File: config.mk
export PLATFORM = sky130hd
export DESIGN_NAME = uart_pkt_rx_flat
export DESIGN_NICKNAME = d
export VERILOG_FILES = /design/src/rtl/uart_pkt_pkg.sv /design/src/rtl/uart_pkt_rx_if.sv /design/src/rtl/uart_pkt_buf.sv /design/src/rtl/uart_pkt_rx.sv /design/src/flat_wrapper.sv
export SDC_FILE = /design/constraint.sdc
export NUM_CORES = 1
export LEC_CHECK = 0
export CAP_MARGIN = 10
export CORE_MARGIN = 4
export CORE_UTILIZATION = 48
export CTS_CLUSTER_DIAMETER = 100
export CTS_CLUSTER_SIZE = 16
export DETAILED_ROUTE_END_ITERATION = 16
export PLACE_DENSITY_LB_ADDON = 0.2
export SYNTH_ARGS = -nofsm -noshare
export SYNTH_HDL_FRONTEND = slang
export SYNTH_HIERARCHICAL = 1
export SYNTH_SLANG_ARGS = --single-unit
File: constraint.sdc
create_clock -name clk -period 2.9 [get_ports clk]
set_input_delay 0.58 -clock clk [delete_from_list [all_inputs] [get_ports clk]]
set_output_delay 0.58 -clock clk [all_outputs]
set_load 0.01 [all_outputs]
File: src/rtl/uart_pkt_pkg.sv
// Shared types and constants for the framed-packet UART receiver.
package uart_pkt_pkg;

  typedef enum logic [2:0] {
    HUNT    = 3'd0,
    LEN     = 3'd1,
    PAYLOAD = 3'd2,
    CHK     = 3'd3,
    DRAIN   = 3'd4
  } pkt_state_e;

  localparam logic [7:0] SYNC_BYTE_DEF = 8'hA5;
  localparam int         CHK_W         = 8;

  // Frame checksum accumulates with 8-bit wraparound.
  function automatic logic [CHK_W-1:0] chk_add(input logic [CHK_W-1:0] a,
                                               input logic [CHK_W-1:0] b);
    return a + b;
  endfunction

endpackage

File: src/rtl/uart_pkt_rx_if.sv
// RX FIFO read port and payload stream of the packet receiver.
interface uart_pkt_rx_if #(
  parameter int LEN_W = 5
);
  logic [7:0]       rx_data;
  logic             rx_empty;
  logic             rx_rd_en;
  logic [7:0]       pkt_data;
  logic             pkt_valid;
  logic             pkt_ready;
  logic             pkt_last;
  logic [LEN_W-1:0] pkt_len;

  modport master (
    input  rx_data, rx_empty, pkt_ready,
    output rx_rd_en, pkt_data, pkt_valid, pkt_last, pkt_len
  );

  modport slave (
    output rx_data, rx_empty, pkt_ready,
    input  rx_rd_en, pkt_data, pkt_valid, pkt_last, pkt_len
  );
endinterface

File: src/rtl/uart_pkt_buf.sv
// MAX_LEN x 8 payload register file: synchronous write, combinational read.
module uart_pkt_buf #(
  parameter int MAX_LEN = 16,
  parameter int LEN_W   = 5
) (
  input  logic             clk,
  input  logic             rst_n,
  input  logic             wr_en,
  input  logic [LEN_W-1:0] wr_addr,
  input  logic [7:0]       wr_data,
  input  logic [LEN_W-1:0] rd_addr,
  output logic [7:0]       rd_data
);
  localparam int ADDR_W = (MAX_LEN > 1) ? $clog2(MAX_LEN) : 1;

  logic [7:0] mem_r [MAX_LEN];

  // Payload storage write port.
  always_ff @(posedge clk or negedge rst_n) begin
    if (!rst_n) begin
      for (int i = 0; i < MAX_LEN; i++) begin
        mem_r[i] <= 8'h00;
      end
    end else if (wr_en && (wr_addr < LEN_W'(MAX_LEN))) begin
      mem_r[wr_addr[ADDR_W-1:0]] <= wr_data;
    end
  end

  // The drain look-ahead address runs one past the frame end; read zero there.
  always_comb begin
    if (rd_addr < LEN_W'(MAX_LEN)) begin
      rd_data = mem_r[rd_addr[ADDR_W-1:0]];
    end else begin
      rd_data = 8'h00;
    end
  end

endmodule

File: src/rtl/uart_pkt_rx.sv
// Framed-packet receiver: SYNC, LEN, payload, CHK pulled from the RX FIFO.
// Optional inter-byte timeout is built only when PKT_TIMEOUT_EN is defined.
module uart_pkt_rx
  import uart_pkt_pkg::*;
#(
  parameter int         MAX_LEN        = 16,
  parameter logic [7:0] SYNC_BYTE      = SYNC_BYTE_DEF,
  parameter int         TIMEOUT_CYCLES = 20000
) (
  input  logic          clk,
  input  logic          rst_n,
  uart_pkt_rx_if.master bus,
  output logic          err_chk,
  output logic          err_len,
  output logic          err_timeout,
  output logic          busy
);
  localparam int         LEN_W     = $clog2(MAX_LEN + 1);
  localparam logic [7:0] MAX_LEN_B = 8'(MAX_LEN);

  pkt_state_e       state_r, state_nxt;
  logic             pend_r;
  logic             rd_en_s;
  logic [LEN_W-1:0] len_r, len_nxt;
  logic [LEN_W-1:0] idx_r, idx_nxt;
  logic [LEN_W-1:0] pkt_len_r, pkt_len_nxt;
  logic [CHK_W-1:0] sum_r, sum_nxt;
  logic [7:0]       pkt_data_r, pkt_data_nxt;
  logic             pkt_valid_r, pkt_valid_nxt;
  logic             pkt_last_r, pkt_last_nxt;
  logic             err_chk_r, err_chk_nxt;
  logic             err_len_r, err_len_nxt;
  logic             busy_r;
  logic             buf_we_s;
  logic [LEN_W-1:0] buf_raddr_s;
  logic [7:0]       buf_rdata_s;
  logic             timeout_s;

  // Reads stop during DRAIN so the next frame waits in the FIFO.
  assign rd_en_s = !bus.rx_empty && !pend_r && (state_r != DRAIN);

  // Look one byte ahead while draining so pkt_data can be registered.
  assign buf_raddr_s = (state_r == DRAIN) ? (idx_r + LEN_W'(1)) : LEN_W'(0);

  uart_pkt_buf #(
    .MAX_LEN (MAX_LEN),
    .LEN_W   (LEN_W)
  ) u_buf (
    .clk     (clk),
    .rst_n   (rst_n),
    .wr_en   (buf_we_s),
    .wr_addr (idx_r),
    .wr_data (bus.rx_data),
    .rd_addr (buf_raddr_s),
    .rd_data (buf_rdata_s)
  );

`ifdef PKT_TIMEOUT_EN
  localparam int TO_W = (TIMEOUT_CYCLES > 1) ? $clog2(TIMEOUT_CYCLES) : 1;

  logic [TO_W-1:0] to_cnt_r;
  logic            to_run_s;
  logic            err_to_r;

  assign to_run_s  = (state_r == LEN) || (state_r == PAYLOAD) || (state_r == CHK);
  assign timeout_s = to_run_s && !pend_r && (to_cnt_r == TO_W'(TIMEOUT_CYCLES - 1));

  // Inter-byte idle counter; a capture cycle restarts it from zero.
  always_ff @(posedge clk or negedge rst_n) begin
    if (!rst_n) begin
      to_cnt_r <= '0;
      err_to_r <= 1'b0;
    end else begin
      err_to_r <= timeout_s;
      if (!to_run_s || pend_r || timeout_s) begin
        to_cnt_r <= '0;
      end else begin
        to_cnt_r <= to_cnt_r + TO_W'(1);
      end
    end
  end

  assign err_timeout = err_to_r;
`else
  assign timeout_s   = 1'b0;
  assign err_timeout = 1'b0;
`endif

  // Next-state and output decode; pend_r marks the cycle rx_data holds a fresh byte.
  always_comb begin
    state_nxt     = state_r;
    len_nxt       = len_r;
    idx_nxt       = idx_r;
    sum_nxt       = sum_r;
    pkt_len_nxt   = pkt_len_r;
    pkt_data_nxt  = pkt_data_r;
    pkt_valid_nxt = pkt_valid_r;
    pkt_last_nxt  = pkt_last_r;
    err_chk_nxt   = 1'b0;
    err_len_nxt   = 1'b0;
    buf_we_s      = 1'b0;

    case (state_r)
      HUNT: begin
        if (pend_r && (bus.rx_data == SYNC_BYTE)) begin
          state_nxt = LEN;
        end else begin
          state_nxt = HUNT;
        end
      end

      LEN: begin
        if (pend_r) begin
          if ((bus.rx_data == 8'h00) || (bus.rx_data > MAX_LEN_B)) begin
            err_len_nxt = 1'b1;
            state_nxt   = HUNT;
          end else begin
            len_nxt   = bus.rx_data[LEN_W-1:0];
            sum_nxt   = bus.rx_data;
            idx_nxt   = LEN_W'(0);
            state_nxt = PAYLOAD;
          end
        end else if (timeout_s) begin
          state_nxt = HUNT;
        end else begin
          state_nxt = LEN;
        end
      end

      PAYLOAD: begin
        if (pend_r) begin
          buf_we_s = 1'b1;
          sum_nxt  = chk_add(sum_r, bus.rx_data);
          if (idx_r == (len_r - LEN_W'(1))) begin
            state_nxt = CHK;
          end else begin
            idx_nxt = idx_r + LEN_W'(1);
          end
        end else if (timeout_s) begin
          state_nxt = HUNT;
        end else begin
          state_nxt = PAYLOAD;
        end
      end

      CHK: begin
        if (pend_r) begin
          if (bus.rx_data == sum_r) begin
            state_nxt     = DRAIN;
            idx_nxt       = LEN_W'(0);
            pkt_len_nxt   = len_r;
            pkt_data_nxt  = buf_rdata_s;
            pkt_valid_nxt = 1'b1;
            pkt_last_nxt  = (len_r == LEN_W'(1));
          end else begin
            err_chk_nxt = 1'b1;
            state_nxt   = HUNT;
          end
        end else if (timeout_s) begin
          state_nxt = HUNT;
        end else begin
          state_nxt = CHK;
        end
      end

      DRAIN: begin
        if (bus.pkt_ready) begin
          if (pkt_last_r) begin
            pkt_valid_nxt = 1'b0;
            pkt_last_nxt  = 1'b0;
            idx_nxt       = LEN_W'(0);
            state_nxt     = HUNT;
          end else begin
            idx_nxt      = idx_r + LEN_W'(1);
            pkt_data_nxt = buf_rdata_s;
            pkt_last_nxt = ((idx_r + LEN_W'(2)) == len_r);
          end
        end else begin
          state_nxt = DRAIN;
        end
      end

      default: begin
        state_nxt     = HUNT;
        pkt_valid_nxt = 1'b0;
        pkt_last_nxt  = 1'b0;
      end
    endcase
  end

  // State and registered outputs.
  always_ff @(posedge clk or negedge rst_n) begin
    if (!rst_n) begin
      state_r     <= HUNT;
      pend_r      <= 1'b0;
      len_r       <= '0;
      idx_r       <= '0;
      sum_r       <= '0;
      pkt_len_r   <= '0;
      pkt_data_r  <= 8'h00;
      pkt_valid_r <= 1'b0;
      pkt_last_r  <= 1'b0;
      err_chk_r   <= 1'b0;
      err_len_r   <= 1'b0;
      busy_r      <= 1'b0;
    end else begin
      state_r     <= state_nxt;
      pend_r      <= rd_en_s;
      len_r       <= len_nxt;
      idx_r       <= idx_nxt;
      sum_r       <= sum_nxt;
      pkt_len_r   <= pkt_len_nxt;
      pkt_data_r  <= pkt_data_nxt;
      pkt_valid_r <= pkt_valid_nxt;
      pkt_last_r  <= pkt_last_nxt;
      err_chk_r   <= err_chk_nxt;
      err_len_r   <= err_len_nxt;
      busy_r      <= (state_nxt != HUNT);
    end
  end

  assign bus.rx_rd_en  = rd_en_s;
  assign bus.pkt_data  = pkt_data_r;
  assign bus.pkt_valid = pkt_valid_r;
  assign bus.pkt_last  = pkt_last_r;
  assign bus.pkt_len   = pkt_len_r;
  assign err_chk       = err_chk_r;
  assign err_len       = err_len_r;
  assign busy          = busy_r;

endmodule

File: src/flat_wrapper.sv
// flat-port wrapper written by rule: the top's interface ports become plain ports
module uart_pkt_rx_flat import uart_pkt_pkg::*;
#(
  parameter int         MAX_LEN        = 16,
  parameter logic [7:0] SYNC_BYTE      = SYNC_BYTE_DEF,
  parameter int         TIMEOUT_CYCLES = 20000
)
  (clk, rst_n, err_chk, err_len, err_timeout, busy, bus_rx_data, bus_rx_empty, bus_pkt_ready, bus_rx_rd_en, bus_pkt_data, bus_pkt_valid, bus_pkt_last, bus_pkt_len);
  uart_pkt_rx_if #(.LEN_W(($clog2(MAX_LEN + 1)))) bus_i ();
  input  logic clk;
  input  logic rst_n;
  output logic err_chk;
  output logic err_len;
  output logic err_timeout;
  output logic busy;
  input wire logic [$bits(bus_i.rx_data)-1:0] bus_rx_data;
  input wire logic [$bits(bus_i.rx_empty)-1:0] bus_rx_empty;
  input wire logic [$bits(bus_i.pkt_ready)-1:0] bus_pkt_ready;
  output wire logic [$bits(bus_i.rx_rd_en)-1:0] bus_rx_rd_en;
  output wire logic [$bits(bus_i.pkt_data)-1:0] bus_pkt_data;
  output wire logic [$bits(bus_i.pkt_valid)-1:0] bus_pkt_valid;
  output wire logic [$bits(bus_i.pkt_last)-1:0] bus_pkt_last;
  output wire logic [$bits(bus_i.pkt_len)-1:0] bus_pkt_len;
  assign bus_i.rx_data = bus_rx_data;
  assign bus_i.rx_empty = bus_rx_empty;
  assign bus_i.pkt_ready = bus_pkt_ready;
  assign bus_rx_rd_en = bus_i.rx_rd_en;
  assign bus_pkt_data = bus_i.pkt_data;
  assign bus_pkt_valid = bus_i.pkt_valid;
  assign bus_pkt_last = bus_i.pkt_last;
  assign bus_pkt_len = bus_i.pkt_len;
  uart_pkt_rx #(.MAX_LEN(MAX_LEN), .SYNC_BYTE(SYNC_BYTE), .TIMEOUT_CYCLES(TIMEOUT_CYCLES)) u_core (.clk(clk), .rst_n(rst_n), .bus(bus_i), .err_chk(err_chk), .err_len(err_len), .err_timeout(err_timeout), .busy(busy));
endmodule
==> metrics.txt <==
buffer levels on the longest clock path=2; pwr dens=607 nW/um^2; antenna fix cells=0; starting density of the core=about half; H-tree level count=4; max cap viols=0; WL met3=792 um; Post-synth ARST share=100%; CTS Root Cell=clkbuf_16; Mean Syn Cell Area=12.9 sq um; CP required=3200 ps; actual slew at the worst max-slew pin=615 ps; vias in the first global route=6,325; Post-Syn Nets=700; Critical Path Start Type=primary input; share of layout cells above drive strength 1=34.0%; top layer in use=met4; first-pass GRT wire length=34,800 um; critical path class=in -> reg; core area=17,500 sq um; Layout Cells excl Fill=roughly 980; Synth Warn #=6; CTS tree=done; area grow syn2layout=16.4%; wire length per cell=21.7 um; RSZ-0062 raised after global routing=false; Synth cell types=79; Reg clk slew, reported paths=60 ps; cell count after synthesis=676; vias per cell=slightly below 6; sw power=1.60 mW; Die X=roughly 140 um; Num CTS Buffers=17; pin count of the biggest net entering global routing=between 60 and 70; Routed Antenna Nets=0; Core Rows=48; DR WL met2=10,500 um; IO buf count=30; sequential fraction of the synthesis area=roughly half; routed via count=5,717; top cell type by total area after synthesis=dfrtp_1; clk sink count=168; I/O Pins=32; hpwl dp=14,600 um; Tcrit/Tclk final=93.6%; headroom to the max-slew limit=59.0%; Max Slew Vio Count=0; Reg power frac=43.8%; critical path capture point type=flop; DRT Pass-1 Iters=4; Post-synth EDFFs=0; Syn Std Cell Area=8710 sq um; fmax=368 MHz; hold buffer count at cts=0; layout net count=763; Yosys top cell area share=48.3%; GRT Residual Overflow=0; final hold violations=0; M1 wire length=9510 um; Worst VDD drop=0.000435 V; Clock Power Share=roughly two fifths; min-delay worst type=in -> async; DP Cell Count=945; Sw Ratio=26.0%; commonest cells in the netlist=168 x dfrtp_1, 130 x mux2_2, 50 x mux2i_1; Comb power frac=between 15 and 20%; initial antenna violation count=0; Leak=about 4.4 nW; clk_skew=about 12 ps; # resized after CTS=0; top post-synthesis cells by area=dfrtp_1 48%, mux2_2 17%, mux2i_1 5.7%, mux2_4 2.8%, a22oi_1 2.0%; final RePlAce weighted congestion=0.870; Pint=4.55 mW; status=finished, final reports clean; critical path peak fanout=4; final WL=21,200 um; #FFs+latches synth=168; initial drt markers=299; Die Ht=143 um; Power Total=6.16 mW; Main synth FF type=dfrtp_1; Worst Path Arrival=3010 ps; Clock Latency Late Sink=430 ps; final setup vio count=0; leading cell type by number of instances after synthesis=dfrtp_1; die area=20,400 sq um; post-CTS setup buffer count=0; Residual DRC=0; total track usage=22.0%; post-layout min period=2710 ps
==> flip-flops by register name, indices dropped and copies added (netlist names), 3 cells and up <==
signal,flops
u_core/idx_r,5
u_core/bus.pkt_len,5
u_core/len_r,5
u_core/u_buf/mem_r,128
u_core/state_r,3
u_core/sum_r,8
u_core/bus.pkt_data,8
==> cells in the final DEF (no fill, tap or decap), types with 14 or more instances in the layout <==
master           synthesis  routed
dfrtp_1                168     168
mux2i_1                 50      50
inv_1                   14      14
clkdlybuf4s50_1          0      29
a22oi_1                 23      23
nand2_1                 34      34
clkbuf_16                0      17
nor2_1                  19      18
buf_4                    6      43
o21ai_0                 17      17
mux2_4                  16      16
mux2_2                 130     130
nand3_1                 14      14
==> cell type report <==
cell class,instances,area (sq um)
Clock buffer,19,433
Fill cell,1419,7400
Sequential cell,168,4200
Tap cell,225,282
Timing Repair Buffer,79,744
Clock inverter,12,200
Inverter,14,52.6
Multi-Input combinational cell,459,4220
==> worst max-delay path, stage by stage <==
cell	delay [ps]
clkdlybuf4s50_1	490
ha_1	380
or4_4	530
o31ai_4	320
o21ai_2	120
a211oi_4	230
mux2_1	350
==> final timing paths <==
kind,slack (ps),depth (start not counted),start,end
max,190,7,bus_rx_data[6],u_core/idx_r[0]$_DFFE_PN0P_
min,140,1,rst_n,u_core/u_buf/mem_r[87]$_DFFE_PN0P_
max reg2reg,270,8,u_core/state_r[0]$_DFF_PN0_,u_core/bus.pkt_data[7]$_DFFE_PN0P_
min reg2reg,500,1,u_core/u_buf/mem_r[99]$_DFFE_PN0P_,u_core/u_buf/mem_r[99]$_DFFE_PN0P_
max in group asynchronous,2010,2,rst_n,u_core/u_buf/mem_r[107]$_DFFE_PN0P_
min in group clk,500,1,u_core/u_buf/mem_r[99]$_DFFE_PN0P_,u_core/u_buf/mem_r[99]$_DFFE_PN0P_
==> layer usage <==
| layer | global-route usage [%] | vias to the layer above |
|---|---|---|
| met2 | 36.1 | 115 |
| met3 | 4.32 | 36 |
| met4 | 6.35 | 0 |
| li1 | - | 2607 |
| met1 | 30.0 | 2959 |
| met5 | 0 | - |
==> power by group through the flow <==
stage               Combinational, mW  Sequential [mW]  Clock (mW)
floorplan                       0.672             2.69           0
global placement                0.956             2.72           0
detailed placement              0.998             2.73           0
CTS                              1.01             2.69        2.50
global route                     1.11             2.72        2.62
finish                           1.01             2.70        2.45
==> per-stage QoR <==
step           setup slack, ps  util [%]  hold WS [ps]  instance area (sq um)  setup TNS (ps)
3_3_place_gp              -212      54.2           474                   9500           -1900
5_1_grt                   87.6      57.8           192                  10100               0
3_5_place_dp              -245      54.2           492                   9500           -2110
6_report                   186      57.8           139                  10100               0
2_1_floorplan              338         -           284                   8710               0
4_1_cts                    196      57.8           167                  10100               0
==> logic make-up after synthesis <==
kind of cell	count (synthesis)	synth area share (%)
xor gates and xnor gates	16	1.77
other	1	0.0431
and+or+nand+nor	137	9.47
muxes	206	27.7
DFF	168	48.3
buffers and inverters	49	3.33
AOI/OAI and AO/OA	87	7.62
adders and majority gates	12	1.81
No activity file was read; power rests on OpenSTA's default activity.
